**src/rtl/pll_cfg_pkg.sv**
```systemverilog
// ============================================================================
// Module      : pll_cfg_pkg
// Description : Shared state encoding, field width and reset-time ratios
//               for the PLL dynamic reconfiguration controller.
// Revision    : 1.0 - initial release
// ============================================================================
`default_nettype none

package pll_cfg_pkg;

    localparam int c_div_w    = 10;
    localparam int c_def_idiv = 2;
    localparam int c_def_fdiv = 24;
    localparam int c_def_odiv = 24;
    localparam int c_def_duty = 24;

    typedef enum logic [1:0] {
        RST_HOLD  = 2'd0,
        WAIT_LOCK = 2'd1,
        LOCKED    = 2'd2,
        FAIL      = 2'd3
    } pll_state_t;

    // Width of a counter that must be able to hold the value 'limit'.
    function automatic int cnt_w(input int limit);
        return (limit < 1) ? 1 : $clog2(limit + 1);
    endfunction

endpackage

`default_nettype wire

```
**src/rtl/pll_lock_qual.sv**
```systemverilog
// ============================================================================
// Module      : pll_lock_qual
// Description : Two-flop lock synchronizer plus saturating stable-lock counter.
// Revision    : 1.0 - initial release
// ============================================================================
`default_nettype none

module pll_lock_qual
    import pll_cfg_pkg::*;
#(
    parameter int LOCK_STABLE = 64
) (
    input  logic clk,
    input  logic rst,
    input  logic sync_clr,
    input  logic cnt_en,
    input  logic lock_async,
    output logic lock_sync,
    output logic lock_qual
);

    localparam int c_cnt_w = cnt_w(LOCK_STABLE);
    localparam logic [c_cnt_w-1:0] c_cnt_max  = c_cnt_w'(LOCK_STABLE);
    localparam logic [c_cnt_w-1:0] c_cnt_last = c_cnt_w'(LOCK_STABLE - 1);

    logic               r_meta;
    logic               r_sync;
    logic [c_cnt_w-1:0] r_stable_cnt;

    // Lock is meaningless while the PLL is held in reset, so the synchronizer
    // is flushed then and every attempt re-pays the 2-cycle sync latency.
    always_ff @(posedge clk) begin
        if (rst || sync_clr) begin
            r_meta <= 1'b0;
            r_sync <= 1'b0;
        end else begin
            r_meta <= lock_async;
            r_sync <= r_meta;
        end
    end

    always_ff @(posedge clk) begin
        if (rst || !cnt_en || !r_sync) begin
            r_stable_cnt <= '0;
        end else if (r_stable_cnt != c_cnt_max) begin
            r_stable_cnt <= r_stable_cnt + 1'b1;
        end
    end

    // Asserted in the cycle whose edge brings the count to LOCK_STABLE.
    assign lock_sync = r_sync;
    assign lock_qual = cnt_en & r_sync & (r_stable_cnt >= c_cnt_last);

endmodule

`default_nettype wire

```
**src/rtl/pll_dyn_cfg.sv**
```systemverilog
// ============================================================================
// Module      : pll_dyn_cfg
// Description : PLL dynamic ratio reconfiguration with reset, lock
//               qualification, timeout/retry and lock-loss recovery.
// Revision    : 1.0 - initial release
// ============================================================================
`default_nettype none

module pll_dyn_cfg
    import pll_cfg_pkg::*;
#(
    parameter int NUM_OUT      = 2,
    parameter int DIV_W        = c_div_w,
    parameter int RST_CYCLES   = 16,
    parameter int LOCK_STABLE  = 64,
    parameter int LOCK_TIMEOUT = 65536,
    parameter int MAX_RETRY    = 3,
    parameter logic [DIV_W-1:0]         DEF_IDIV = DIV_W'(c_def_idiv),
    parameter logic [DIV_W-1:0]         DEF_FDIV = DIV_W'(c_def_fdiv),
    parameter logic [NUM_OUT*DIV_W-1:0] DEF_ODIV = {NUM_OUT{DIV_W'(c_def_odiv)}},
    parameter logic [NUM_OUT*DIV_W-1:0] DEF_DUTY = {NUM_OUT{DIV_W'(c_def_duty)}}
) (
    input  logic                     clkin1,
    input  logic                     rst,
    input  logic                     cfg_valid,
    output logic                     cfg_ready,
    input  logic [DIV_W-1:0]         cfg_idiv,
    input  logic [DIV_W-1:0]         cfg_fdiv,
    input  logic [NUM_OUT*DIV_W-1:0] cfg_odiv,
    input  logic [NUM_OUT*DIV_W-1:0] cfg_duty,
    input  logic                     pll_lock,
    output logic                     pll_rst,
    output logic [DIV_W-1:0]         dyn_idiv,
    output logic [DIV_W-1:0]         dyn_fdiv,
    output logic [NUM_OUT*DIV_W-1:0] dyn_odiv,
    output logic [NUM_OUT*DIV_W-1:0] dyn_duty,
    output logic                     locked,
    output logic                     busy,
    output logic                     cfg_done,
    output logic                     cfg_err,
    output logic                     lock_lost
);

    localparam int c_rst_w = cnt_w(RST_CYCLES);
    localparam int c_to_w  = cnt_w(LOCK_TIMEOUT);
    localparam int c_ret_w = cnt_w(MAX_RETRY);
    localparam logic [c_rst_w-1:0] c_rst_last = c_rst_w'(RST_CYCLES - 1);
    localparam logic [c_to_w-1:0]  c_to_last  = c_to_w'(LOCK_TIMEOUT - 1);
    localparam logic [c_ret_w-1:0] c_ret_max  = c_ret_w'(MAX_RETRY);

    pll_state_t                 r_state;
    logic [c_rst_w-1:0]         r_rst_cnt;
    logic [c_to_w-1:0]          r_to_cnt;
    logic [c_ret_w-1:0]         r_retry;
    logic                       r_pll_rst;
    logic                       r_locked;
    logic                       r_busy;
    logic                       r_cfg_ready;
    logic                       r_cfg_done;
    logic                       r_cfg_err;
    logic                       r_lock_lost;
    logic [DIV_W-1:0]           r_dyn_idiv;
    logic [DIV_W-1:0]           r_dyn_fdiv;
    logic [NUM_OUT*DIV_W-1:0]   r_dyn_odiv;
    logic [NUM_OUT*DIV_W-1:0]   r_dyn_duty;

    logic [NUM_OUT-1:0] w_odiv_zero;
    logic               w_cfg_bad;
    logic               w_accept;
    logic               w_load;
    logic               w_in_hold;
    logic               w_in_wait;
    logic               w_lock_sync;
    logic               w_lock_qual;

    // Only divider ratios are screened; a zero duty code is left to the PLL.
    genvar gi;
    generate
        for (gi = 0; gi < NUM_OUT; gi++) begin : g_odiv_chk
            assign w_odiv_zero[gi] = (cfg_odiv[gi*DIV_W +: DIV_W] == '0);
        end
    endgenerate

    assign w_cfg_bad = (cfg_idiv == '0) | (cfg_fdiv == '0) | (|w_odiv_zero);
    assign w_accept  = cfg_valid & r_cfg_ready;
    assign w_load    = w_accept & ~w_cfg_bad;
    assign w_in_hold = (r_state == RST_HOLD);
    assign w_in_wait = (r_state == WAIT_LOCK);

    pll_lock_qual #(
        .LOCK_STABLE (LOCK_STABLE)
    ) u_lock_qual (
        .clk        (clkin1),
        .rst        (rst),
        .sync_clr   (w_in_hold),
        .cnt_en     (w_in_wait),
        .lock_async (pll_lock),
        .lock_sync  (w_lock_sync),
        .lock_qual  (w_lock_qual)
    );

    always_ff @(posedge clkin1) begin
        if (rst) begin
            r_state     <= RST_HOLD;
            r_rst_cnt   <= '0;
            r_to_cnt    <= '0;
            r_retry     <= '0;
            r_pll_rst   <= 1'b1;
            r_locked    <= 1'b0;
            r_busy      <= 1'b1;
            r_cfg_ready <= 1'b0;
            r_cfg_done  <= 1'b0;
            r_cfg_err   <= 1'b0;
            r_lock_lost <= 1'b0;
            r_dyn_idiv  <= DEF_IDIV;
            r_dyn_fdiv  <= DEF_FDIV;
            r_dyn_odiv  <= DEF_ODIV;
            r_dyn_duty  <= DEF_DUTY;
        end else begin
            r_cfg_done  <= 1'b0;
            r_cfg_err   <= 1'b0;
            r_lock_lost <= 1'b0;
            // A request can only be accepted in LOCKED or FAIL and always
            // takes precedence over a simultaneous lock drop.
            if (w_load) begin
                r_dyn_idiv  <= cfg_idiv;
                r_dyn_fdiv  <= cfg_fdiv;
                r_dyn_odiv  <= cfg_odiv;
                r_dyn_duty  <= cfg_duty;
                r_retry     <= '0;
                r_rst_cnt   <= '0;
                r_to_cnt    <= '0;
                r_state     <= RST_HOLD;
                r_pll_rst   <= 1'b1;
                r_locked    <= 1'b0;
                r_busy      <= 1'b1;
                r_cfg_ready <= 1'b0;
            end else begin
                if (w_accept) begin
                    r_cfg_err <= 1'b1;
                end
                case (r_state)
                    RST_HOLD: begin
                        if (r_rst_cnt == c_rst_last) begin
                            r_state   <= WAIT_LOCK;
                            r_pll_rst <= 1'b0;
                            r_rst_cnt <= '0;
                            r_to_cnt  <= '0;
                        end else begin
                            r_rst_cnt <= r_rst_cnt + 1'b1;
                        end
                    end
                    WAIT_LOCK: begin
                        if (w_lock_qual) begin
                            r_state     <= LOCKED;
                            r_locked    <= 1'b1;
                            r_busy      <= 1'b0;
                            r_cfg_ready <= 1'b1;
                            r_cfg_done  <= 1'b1;
                        end else if (r_to_cnt == c_to_last) begin
                            r_to_cnt <= '0;
                            if (r_retry < c_ret_max) begin
                                r_retry   <= r_retry + 1'b1;
                                r_state   <= RST_HOLD;
                                r_pll_rst <= 1'b1;
                                r_rst_cnt <= '0;
                            end else begin
                                r_state     <= FAIL;
                                r_busy      <= 1'b0;
                                r_cfg_ready <= 1'b1;
                                r_cfg_err   <= 1'b1;
                            end
                        end else begin
                            r_to_cnt <= r_to_cnt + 1'b1;
                        end
                    end
                    LOCKED: begin
                        if (!w_lock_sync) begin
                            r_lock_lost <= 1'b1;
                            r_retry     <= '0;
                            r_rst_cnt   <= '0;
                            r_to_cnt    <= '0;
                            r_state     <= RST_HOLD;
                            r_pll_rst   <= 1'b1;
                            r_locked    <= 1'b0;
                            r_busy      <= 1'b1;
                            r_cfg_ready <= 1'b0;
                        end
                    end
                    FAIL: begin
                        r_pll_rst <= 1'b0;
                    end
                    default: begin
                        r_state <= RST_HOLD;
                    end
                endcase
            end
        end
    end

    assign cfg_ready = r_cfg_ready;
    assign pll_rst   = r_pll_rst;
    assign dyn_idiv  = r_dyn_idiv;
    assign dyn_fdiv  = r_dyn_fdiv;
    assign dyn_odiv  = r_dyn_odiv;
    assign dyn_duty  = r_dyn_duty;
    assign locked    = r_locked;
    assign busy      = r_busy;
    assign cfg_done  = r_cfg_done;
    assign cfg_err   = r_cfg_err;
    assign lock_lost = r_lock_lost;

endmodule

`default_nettype wire

```
**config.mk**
```make
export PLATFORM = sky130hd
export DESIGN_NAME = pll_dyn_cfg
export DESIGN_NICKNAME = d
export VERILOG_FILES = /design/src/rtl/pll_cfg_pkg.sv /design/src/rtl/pll_lock_qual.sv /design/src/rtl/pll_dyn_cfg.sv
export SDC_FILE = /design/constraint.sdc
export NUM_CORES = 1
export LEC_CHECK = 0
export BUFFER_PORTS_ARGS = -buffer_cell sky130_fd_sc_hd__buf_2
export CELL_PAD_IN_SITES_DETAIL_PLACEMENT = 0
export CELL_PAD_IN_SITES_GLOBAL_PLACEMENT = 1
export CORE_AREA = 2 2 103 115
export CTS_BUF_LIST = sky130_fd_sc_hd__clkbuf_2 sky130_fd_sc_hd__clkbuf_4 sky130_fd_sc_hd__clkbuf_8
export DETAILED_ROUTE_END_ITERATION = 10
export DIE_AREA = 0 0 105 117
export PLACE_DENSITY = 0.82
export SYNTH_ARGS = -nofsm -noshare
export SYNTH_HDL_FRONTEND = slang
export SYNTH_SLANG_ARGS = --single-unit
```
**constraint.sdc**
```tcl
create_clock -name clkin1 -period 2.96 [get_ports clkin1]
set_clock_uncertainty 0.15 [all_clocks]
set_input_delay 0.296 -clock clkin1 [delete_from_list [all_inputs] [get_ports clkin1]]
set_output_delay 0.296 -clock clkin1 [all_outputs]
set_load 0.01 [all_outputs]
```
Word level (Yosys, flattened, before mapping)
Cells that the tools add are included.
- bits in registers: 102
- bits of input ports: 64
- output and inout bits: 67
- logic and storage cells: 115
- add/sub/neg operators: 4
- order comparisons: 2
- eq/ne operators: 14
- multiplexer cells: 45
- bitwise operators: 9
- reductions and logical operators: 23
- operators by type and width (operator ; number):
    2-to-1 mux 17 bit ; 4
    one-hot mux 17 bit (3 select lines) ; 1
    logical NOT 10 bit ; 4
    2-to-1 mux 5 bit ; 5
    2-to-1 mux 1 bit ; 20
    adder 17 x 1 -> 17 bit (second input constant) ; 1
    equality test 17 x 16 -> 1 bit (second input constant) ; 1
    2-to-1 mux 2 bit ; 8
    one-hot mux 5 bit (3 select lines) ; 1
    AND reduction 5 bit ; 3
    != test 2 bit (second input constant) ; 6
    AND reduction 4 bit ; 3
    adder 7 x 1 -> 7 bit (second input constant) ; 1
    >= comparator 7 x 6 -> 1 bit (second input constant) ; 1
    != test 7 bit (second input constant) ; 1
    != test 3 bit (second input constant) ; 2
    one-hot mux 1 bit (2 select lines) ; 3
    one-hot mux 2 bit (3 select lines) ; 1
    OR reduction 3 bit ; 2
    adder 5 x 1 -> 5 bit (second input constant) ; 1
    equality test 5 x 4 -> 1 bit (second input constant) ; 1
    AND 1 bit ; 4
    equality test 2 bit (second input constant) ; 2
    one-hot mux 1 bit (4 select lines) ; 1
    13 further kinds ; 20

Depth between registers and ports, before layout
Gate-level depths: netlist of run 1.
- depth in word-level cells: 6
- mapped depth: 9
- depth with buffers taken out: 7

By module
A second synthesis of run 1 with hierarchy kept.
- cells, all modules: 466
- area, all modules: 4287.9 sq um
- modules (own cells, without submodules) (module ; instances ; cells an instance ; area each (sq um) ; seq. area each (sq um)):
    pll_dyn_cfg ; 1 ; 421 ; 3860.0 ; 1861.8
    pll_lock_qual ; 1 ; 45 ; 427.9 ; 180.2

Least setup slack after synthesis of run 1
Ideal clock, no wire load.
- kind: register to register
- from: register r_to_cnt[0]
- to: register r_rst_cnt[2]
- setup time: 74 ps
- arrival: 2133 ps
- data required time: 2736 ps
- path slack: 603 ps
- cell stages (with the launch flop): 7
- path buffers: 0
- period minus slack after synthesis: 2357 ps
- cells stage by stage: dfxtp_1 ha_1 nand4_4 o41ai_4 nand3b_4 or4b_1 a31oi_1
- cells in the longest elaborated chain, start to end: 3
- ends and longest elaborated chain (item ; line ; source):
    start: declaration ; pll_dyn_cfg.sv:53 ; logic [c_to_w-1:0] r_to_cnt;
    start signal: assignment ; pll_dyn_cfg.sv:174 ; r_to_cnt <= r_to_cnt + 1'b1;
    equality test 17 x 16 -> 1 bit ; pll_dyn_cfg.sv:160 ; end else if (r_to_cnt == c_to_last) begin
    != test 2 bit (no source line) ; -- ;
    AND reduction 5 bit (no source line) ; -- ;
    end signal: assignment ; pll_dyn_cfg.sv:150 ; r_rst_cnt <= r_rst_cnt + 1'b1;
    end: declaration ; pll_dyn_cfg.sv:52 ; logic [c_rst_w-1:0] r_rst_cnt;
Every way passes these cells.
A chain may end at the register's enable or synchronous reset.

Worst setup path after layout of run 1
- from: register u_lock_qual.r_stable_cnt[0]
- to: register r_rst_cnt[2]
- cells in the longest elaborated chain, start to end: 4
- ends and longest elaborated chain (item ; line ; source):
    start: declaration ; pll_lock_qual.sv:28 ; logic [c_cnt_w-1:0] r_stable_cnt;
    start signal: assignment ; pll_lock_qual.sv:46 ; r_stable_cnt <= r_stable_cnt + 1'b1;
    >= comparator 7 x 6 -> 1 bit ; pll_lock_qual.sv:52 ; assign lock_qual = cnt_en & r_sync & (r_stable_cnt >= c_cnt_last);
    AND 1 bit ; pll_lock_qual.sv:52 ;
    != test 2 bit (no source line) ; -- ;
    AND reduction 5 bit (no source line) ; -- ;
Every way passes these cells.

==> impl_metrics.ini, run 1 <==
[sta]
tns_ns = 0
timing.fmax_mhz = 388
rsz0062_at_grt = no
slew_viol_final = 0
slew_headroom_pct = 62.3
fin_crit_ns = 2.58
worst_pin_slew_ns = 0.562
worst_slack_ns = 0.383
fin_crit_sh_pct = 87.1
setup_violations = 0
hold_viol = 0

[placed_design]
placed_area_sq_um = 5100
post-place-ws_ns = 0.461
gp_congestion = 0.846
dp_cells = 719
hpwl_microns = 7800
io_buffers = 130

[critical_path]
cp.required_ns = 3.10
crit_chain = ha_1 -> a211oi_1 -> o311a_1 -> nand3b_4 -> or4b_1 -> a31oi_1
r2r_cells = 6
worst_path_max_delay_cell = or4b_1
critPathTopFamily = compound AO/OA/AOI/OAI gates
rr_endpoint = r_rst_cnt[2]
r2r_slack_ns = 0.38
end_kind = register
path_buf_inv = 0
crit_fanout = 8
path_class = register to register
worstPathArrival_ns = 2.72
max_stage_delay_ns = 0.52
critPathLaunchType = register
rr_startpoint = u_lock_qual.r_stable_cnt[0]

[route]
maxUsedRoutingLayer = met4
drc = 0
drt_pre_antenna_iters = 4
via_per_inst = 5.01
met3_length_microns = 517
wl_met1_microns = 4810
vias = 3715
detail_route.iter0.violations = 176
wl_microns = 10500
wl_met2_microns = 4990
wl_per_cell_microns = 14.1
ant_nets = 0

[die]
core-area_sq_um = 11200
fp-row-count = 41
die-width_microns = 105
die_h_microns = 117
die-area_sq_um = 12300
start_util_pct = 38.3
ios = 131

[cells_and_area]
stdcell_area_sq_um = 5400
syn2layout_area_growth_pct = 25.9
multi_input_area_sq_um = 2130
final_cell_count_no_fill = 742
nets = 662
drive_gt1_share_pct = 26.9
antenna_cells = 0
register_area_sq_um = 2040
fin_util_pct = 48.3
fillCellCount = 1091

[pwr]
peakVddDrop_v = 0.000229
cellPowerDensity_nw_per_um2 = 467
power_leakage_nw = 2.64

[yosys]
synth.ff_latch_count = 102
synth_largest_area_cell = dfxtp_1
synth_area_leaders = dfxtp_1 48%, mux2i_1 14%, nor2_1 7.4%, xnor2_1 3.3%, nand2_1 2.8%
yosys.cell_types.count = 48
seq_area_frac_synth_pct = 47.6
synth_cells = 452
synth_nets = 525
synth.top_cell.area_share_pct = 47.6
ys_warn_count = 0
syn-cell-area_sq_um = 4290
synth.avg_cell_area_sq_um = 9.49

[global_route]
grt_pass1_vias = 3403
antenna_found_initial = 0
grt_pass1_wl_microns = 16800
grt_max_degree = 39
track_usage_pct = 17.1
grt-ovfl-total = 0

[clock_network]
clockBufferDepth = 2
cts_sinks = 102
cts_resized = 0
clk_latency_ns = 0.36
cts_root_buffer = clkbuf_8
clkTransAtPathRegs_ns = 0.09
h-tree-depth = 3
numCtsBuffers = 9
cts_tree = done

[hold_path]
hold_start = cfg_odiv[13]
min_path_cells = 3
min_to = dyn_odiv[13]
hp-class = primary input to register

[status]
status = finished clean

[flow_run]
cap_viol_max_count = 0
-- what timing repair did --
action / in CTS / in global routing
buffers inserted: 0 / 0
hold buffers: 9 / 0
hold endpoints to repair: 9 / 0
-- where the power goes --
group | switching (W) | internal, W
Combinational | 0.0000987 | 0.0000866
Clock | 0.000447 | 0.000489
Sequential | 0.0000132 | 0.00139
Total | 0.000559 | 0.00196
-- sequential cells by signal, indices dropped and copies added (netlist names) --
signal / cells
r_to_cnt: 17
dyn_fdiv: 10
dyn_idiv: 10
r_state: 2
r_retry: 2
u_lock_qual.r_stable_cnt: 7
busy: 1
cfg_ready: 1
dyn_duty: 20
cfg_err: 1
lock_lost: 1
u_lock_qual.lock_sync: 1
cfg_done: 1
locked: 1
u_lock_qual.r_meta: 1
r_rst_cnt: 5
dyn_odiv: 20
pll_rst: 1
-- cell usage after synthesis, drive strengths merged --
| cell | number |
|---|---|
| o31ai | 2 |
| o211ai | 2 |
| and3 | 3 |
| a211o | 1 |
| or4b | 1 |
| a41o | 1 |
| nand4b | 2 |
| o22ai | 1 |
| mux2 | 1 |
| nor3b | 4 |
| a21oi | 10 |
| o311a | 1 |
| o41ai | 2 |
| a221oi | 1 |
| o21bai | 1 |
| clkbuf | 14 |
| inv | 9 |
| xnor2 | 16 |
| nor2 | 84 |
| nand4 | 7 |
| nand2 | 32 |
| nor3 | 5 |
| and4 | 3 |
| a211oi | 2 |
| xor2 | 4 |
| o21ai | 7 |
| a41oi | 2 |
| buf | 6 |
| mux2i | 61 |
| a31oi | 3 |
| or4 | 3 |
| or3 | 4 |
| nand3 | 16 |
| nand2b | 4 |
| o31a | 1 |
| dfxtp | 102 |
| nor4 | 17 |
| ha | 9 |
| a21o | 3 |
| and2 | 3 |
| o41a | 1 |
| nand3b | 1 |
-- per-layer routing --
metal	vias up	global-route usage, %
li1	1850	-
met4	0	6.04
met1	1737	21.7
met5	-	0
met2	115	29.1
met3	13	3.60
-- tightest hold or removal path: stages --
cell	delay (ns)
buf_2	0.09
mux2i_1	0.06
nand2_1	0.06
-- cell families after synthesis --
logic type	share of synthesized area [%]
and+or+nand+nor	21.5
AOI/OAI and AO/OA	6.94
buffers and inverters	2.68
xor gates and xnor gates	4.09
muxes	14.5
adders and majority gates	2.63
DFF	47.6
-- per-stage QoR --
step           power, W  hold slack (ns)
2_1_floorplan   0.00152            0.271
3_3_place_gp    0.00160            0.300
3_5_place_dp    0.00161            0.301
4_1_cts         0.00256         0.000771
5_1_grt         0.00264          0.00502
6_report        0.00252           0.0196
-- final cells by class --
class,instances,area share (%)
well taps,150,3.48
multi-input cells,321,39.5
repair buffers,146,14.7
flip-flops and latches,102,37.8
clock inverters,4,1.34
clock buffers,10,2.55
inverters,9,0.626
-- placed cells by master (no fill, tap or decap), drive strengths merged, types with 4 or more instances in the layout --
cell and count:
a21oi 10, ha 9, o21ai 7, nor4 17
nand2 32, nor3 5, buf 137, mux2i 61
clkbuf 10, nand3 16, dlygate4sd3 9, nor2 84
nand2b 4, dfxtp 102, or3 4, nor3b 4
xnor2 16, nand4 7, inv 9, xor2 4
-- worst max-delay path by stage --
stage                           startpoint      endpoint  slack, ns  cells past startpoint
5_1_grt        u_lock_qual.r_stable_cnt[0]  r_rst_cnt[2]       0.26                      6
4_1_cts        u_lock_qual.r_stable_cnt[0]  r_rst_cnt[2]       0.42                      6
3_3_place_gp   u_lock_qual.r_stable_cnt[0]  r_to_cnt[14]       0.54                      7
2_1_floorplan                  r_to_cnt[0]  r_rst_cnt[2]       0.60                      6
6_report       u_lock_qual.r_stable_cnt[0]  r_rst_cnt[2]       0.38                      6
3_5_place_dp   u_lock_qual.r_stable_cnt[0]  r_to_cnt[14]       0.46                      7
(Power assumes the default switching activity.)
==> run 2: changes to the inputs <==
--- a/config.mk
+++ b/config.mk
@@ -12,6 +12,7 @@
 export CTS_BUF_LIST = sky130_fd_sc_hd__clkbuf_2 sky130_fd_sc_hd__clkbuf_4 sky130_fd_sc_hd__clkbuf_8
 export DETAILED_ROUTE_END_ITERATION = 10
 export DIE_AREA = 0 0 105 117
+export HOLD_SLACK_MARGIN = 0.1
 export PLACE_DENSITY = 0.82
 export SYNTH_ARGS = -nofsm -noshare
 export SYNTH_HDL_FRONTEND = slang
==> impl_metrics.ini, run 2 (synthesis results as in run 1) <==
[flow_run]
cap_viol_max_count = 0

[die]
die_h_microns = 117
core-area_sq_um = 11200
fp-row-count = 41
start_util_pct = 38.3
die-area_sq_um = 12300
die-width_microns = 105
ios = 131

[critical_path]
worstPathArrival_ns = 2.71
end_kind = register
cp.required_ns = 3.10
critPathLaunchType = register
crit_fanout = 8
path_class = register to register

[sta]
timing.fmax_mhz = 388
worst_pin_slew_ns = 0.571
slew_headroom_pct = 61.7
setup_violations = 0
fin_crit_sh_pct = 87.0
hold_viol = 0
fin_crit_ns = 2.58
rsz0062_at_grt = no
tns_ns = 0
slew_viol_final = 0

[clock_network]
clockBufferDepth = 2
hold_buffers = 61
cts_tree = done
clkTransAtPathRegs_ns = 0.09
clk_latency_ns = 0.36
post_cts_buffers = 0
cts_resized = 0
cts_root_buffer = clkbuf_8
cts_sinks = 102
numCtsBuffers = 9
h-tree-depth = 3

[cells_and_area]
final_common_cell = buf_2
fillCellCount = 1022
nets = 714
final_cell_count_no_fill = 794
final_cell_mix = 130 x buf_2, 102 x dfxtp_1, 84 x nor2_1, 61 x mux2i_1, 61 x dlygate4sd3_1
syn2layout_area_growth_pct = 38.0
drive_gt1_share_pct = 24.7
antenna_cells = 0

[route]
drc = 0
via_per_inst = 5.00
detail_route.iter0.violations = 166
vias = 3972
ant_nets = 0
wl_per_cell_microns = 14.7
drt_pre_antenna_iters = 4
wl_microns = 11600

[pwr]
p_total_w = 0.00258
cellPowerDensity_nw_per_um2 = 435
peakVddDrop_v = 0.000233
power_leakage_nw = 2.86

[global_route]
gr-usage-met3_pct = 4.37
use_met1_pct = 23.1
grt_pass1_vias = 3785
busiest_layer = met2
grt_max_degree = 39
gr-usage-met2_pct = 33.1
grt-ovfl-total = 0
antenna_found_initial = 0
grt_pass1_wl_microns = 18700
track_usage_pct = 19.0

[placed_design]
hpwl_microns = 7800
dp_cells = 719
io_buffers = 130
gp_congestion = 0.846

[hold_path]
hp-class = primary input to register

[status]
status = finished clean
## run 2: cell types whose count changed in the layout (fill, tap and decap cells not counted), sizes merged
cell	change
dlygate4sd3	+52
## run 2: path summary, 6_finish.rpt
kind,startpoint,endpoint,slack [ns],cells past startpoint
max,u_lock_qual.r_stable_cnt[0],r_rst_cnt[2],0.38,6
min,rst,dyn_duty[0],0.15,2
max reg2reg,u_lock_qual.r_stable_cnt[0],r_rst_cnt[2],0.38,6
min reg2reg,u_lock_qual.r_meta,u_lock_qual.lock_sync,0.31,1
## run 2: where the power goes
| group | switching [W] | internal [W] |
|---|---|---|
| sequential | 0.0000132 | 0.00139 |
| clock | 0.000445 | 0.000489 |
| combinational | 0.000112 | 0.000132 |
## run 2: metal layers
metal  up-vias  part of all wire, %
met5         -                    0
li1       1956                    -
met4         0                  1.2
met3         9                  5.5
met1      1874                   44
met2       133                   49
## run 2: per-stage QoR
step,util (%),instance area (sq um),setup WS (ns),hold WS [ns]
3_3_place_gp,45.6,5100,0.542,0.300
2_1_floorplan,-,4290,0.603,0.271
5_1_grt,52.9,5920,0.259,0.139
6_report,52.9,5920,0.385,0.149
4_1_cts,52.9,5920,0.425,0.129
3_5_place_dp,45.6,5100,0.461,0.301
## run 2: cell type report
type	count	area (sq um)	area share, %
multi-input combinational	321	2130	36.0
sequential	102	2040	34.5
timing repair buffer	198	1310	22.2
tap	150	188	3.17
clock buffer	10	138	2.33
clock inverter	4	72.6	1.23
inverter	9	33.8	0.571
## run 2: worst max-delay path: stages (launching register included)
cell and delay (ns):
dfxtp_1 0.37, ha_1 0.27, a211oi_1 0.48, o311a_1 0.40
nand3b_4 0.15, or4b_1 0.52, a31oi_1 0.16
==> run 3: changes to the inputs <==
--- a/config.mk
+++ b/config.mk
@@ -13,7 +13,7 @@
 export DETAILED_ROUTE_END_ITERATION = 10
 export DIE_AREA = 0 0 105 117
 export HOLD_SLACK_MARGIN = 0.1
-export PLACE_DENSITY = 0.82
+export PLACE_DENSITY = 0.87
 export SYNTH_ARGS = -nofsm -noshare
 export SYNTH_HDL_FRONTEND = slang
 export SYNTH_SLANG_ARGS = --single-unit
==> impl_metrics.ini, run 3 (synthesis results as in run 1) <==
[status]
status = finished clean

[flow_run]
cap_viol_max_count = 0

[sta]
hold_viol = 0
hold_ws_ns = 0.203
worst_pin_slew_ns = 0.601
setup_violations = 0
timing.fmax_mhz = 397
fin_crit_ns = 2.52
slew_viol_final = 0
tns_ns = 0
rsz0062_at_grt = no
slew_headroom_pct = 59.9
fin_crit_sh_pct = 85.2

[critical_path]
crit_fanout = 16
worstPathArrival_ns = 2.67
cp.required_ns = 3.11
end_kind = register
critPathLaunchType = register
worst_path_max_delay_cell = or4_1
crit_top_cell = inv_1
max_stage_delay_ns = 0.52
crit_chain = inv_1 -> ha_1 -> inv_1 -> mux2_2 -> or4_1 -> or3_1 -> a21oi_1
path_class = register to register

[die]
fp-row-count = 41
die_h_microns = 117
core-area_sq_um = 11200
ios = 131
die-area_sq_um = 12300
start_util_pct = 38.3
die-width_microns = 105

[cells_and_area]
drive_gt1_share_pct = 24.7
syn2layout_area_growth_pct = 37.5
nets = 712
final_common_cell = buf_2
final_cell_mix = 130 x buf_2, 102 x dfxtp_1, 84 x nor2_1, 61 x mux2i_1, 61 x dlygate4sd3_1
fin_util_pct = 52.7
stdcell_area_sq_um = 5900
antenna_cells = 0

[route]
drt_pre_antenna_iters = 4
wl_microns = 11100
detail_route.iter0.violations = 228
via_per_inst = 4.99
wl_per_cell_microns = 14.0
vias = 3959
ant_nets = 0
drc = 0

[placed_design]
placed_area_sq_um = 5090
io_buffers = 130
hpwl_microns = 7480
gp_congestion = 0.838

[global_route]
antenna_found_initial = 0
grt_pass1_vias = 3707
grt-ovfl-total = 0
grt_pass1_wl_microns = 17900
grt_max_degree = 61
track_usage_pct = 18.0

[clock_network]
clk_latency_ns = 0.37
numCtsBuffers = 9
cts_resized = 0
h-tree-depth = 3
cts_root_buffer = clkbuf_8
clkTransAtPathRegs_ns = 0.11
cts_tree = done
clockBufferDepth = 2
cts_sinks = 102

[pwr]
combPwrFrac_pct = 9.7
clkPwrFrac_pct = 34.0
switchingPower_w = 0.000639
swShare_pct = 25.7
power_leakage_nw = 2.85
cellPowerDensity_nw_per_um2 = 421
pwr-share-seq_pct = 56.4
peakVddDrop_v = 0.000207
p_int_w = 0.00184

[hold_path]
hp-class = primary input to register
[run 3: changes by cell type in the layout (fill, tap and decap cells not counted), sizes merged]
cell      before  now
buf          137  135
bufinv         2    0
clkbuf        10    9
clkinv         1    4
clkinvlp       1    0
inv            9   12
[run 3: repair_timing]
| item | CTS | global route |
|---|---|---|
| setup endpoints to repair | 0 | 0 |
| hold buffers | 61 | 0 |
| buffers inserted | 0 | 0 |
| endpoints found under the hold margin | 61 | 0 |
[run 3: final timing paths]
path / from / to / slack, ns / depth (start not counted)
setup reg to reg: r_state[0] / r_to_cnt[14] / 0.44 / 7
hold reg to reg: r_rst_cnt[4] / r_rst_cnt[4] / 0.31 / 2
setup / recovery: r_state[0] / r_to_cnt[14] / 0.44 / 7
hold / removal: rst / dyn_odiv[6] / 0.20 / 2
[run 3: stage by stage]
stage	total power, W	instances	worst slack, ns
final	0.00248	794	0.439
after global routing	0.00259	794	0.265
after CTS	0.00251	794	0.456
after detailed placement	0.00160	717	0.478
after global placement	0.00160	717	0.544
after floorplan	0.00152	452	0.603
[run 3: layout make-up]
| type | instances | area [sq um] |
|---|---|---|
| repair buffers | 196 | 1310 |
| fillers | 1030 | 5290 |
| well taps | 150 | 188 |
| inverters | 9 | 33.8 |
| clock inverters | 7 | 67.6 |
| multi-input cells | 321 | 2130 |
| flip-flops and latches | 102 | 2040 |
| clock buffers | 9 | 124 |
[run 3: critical path, delay by kind of cell (launching register included)]
kind	cells	cell delay [ns]
buffers and inverters	2	0.20
multiplexers	1	0.40
AO/OA/AOI/OAI	1	0.14
adder cells (fa/ha/maj)	1	0.35
AND/OR/NAND/NOR	2	0.84
flip-flops	1	0.38
[run 3: per-layer routing]
layer	GRT usage [%]	up-vias	share of wire [%]
met4	6.40	0	1.7
met1	21.7	1849	45
li1	-	1961	-
met2	31.6	133	47
met5	0	-	0
met3	4.04	16	6.1
[run 3: power by group through the flow]
stage                     clock [W]  sequential [W]  combinational, W
final                      0.000843         0.00140          0.000240
after global routing       0.000925         0.00140          0.000262
after CTS                  0.000872         0.00140          0.000237
after detailed placement          0         0.00143          0.000173
after global placement            0         0.00143          0.000170
after floorplan                   0         0.00143         0.0000966
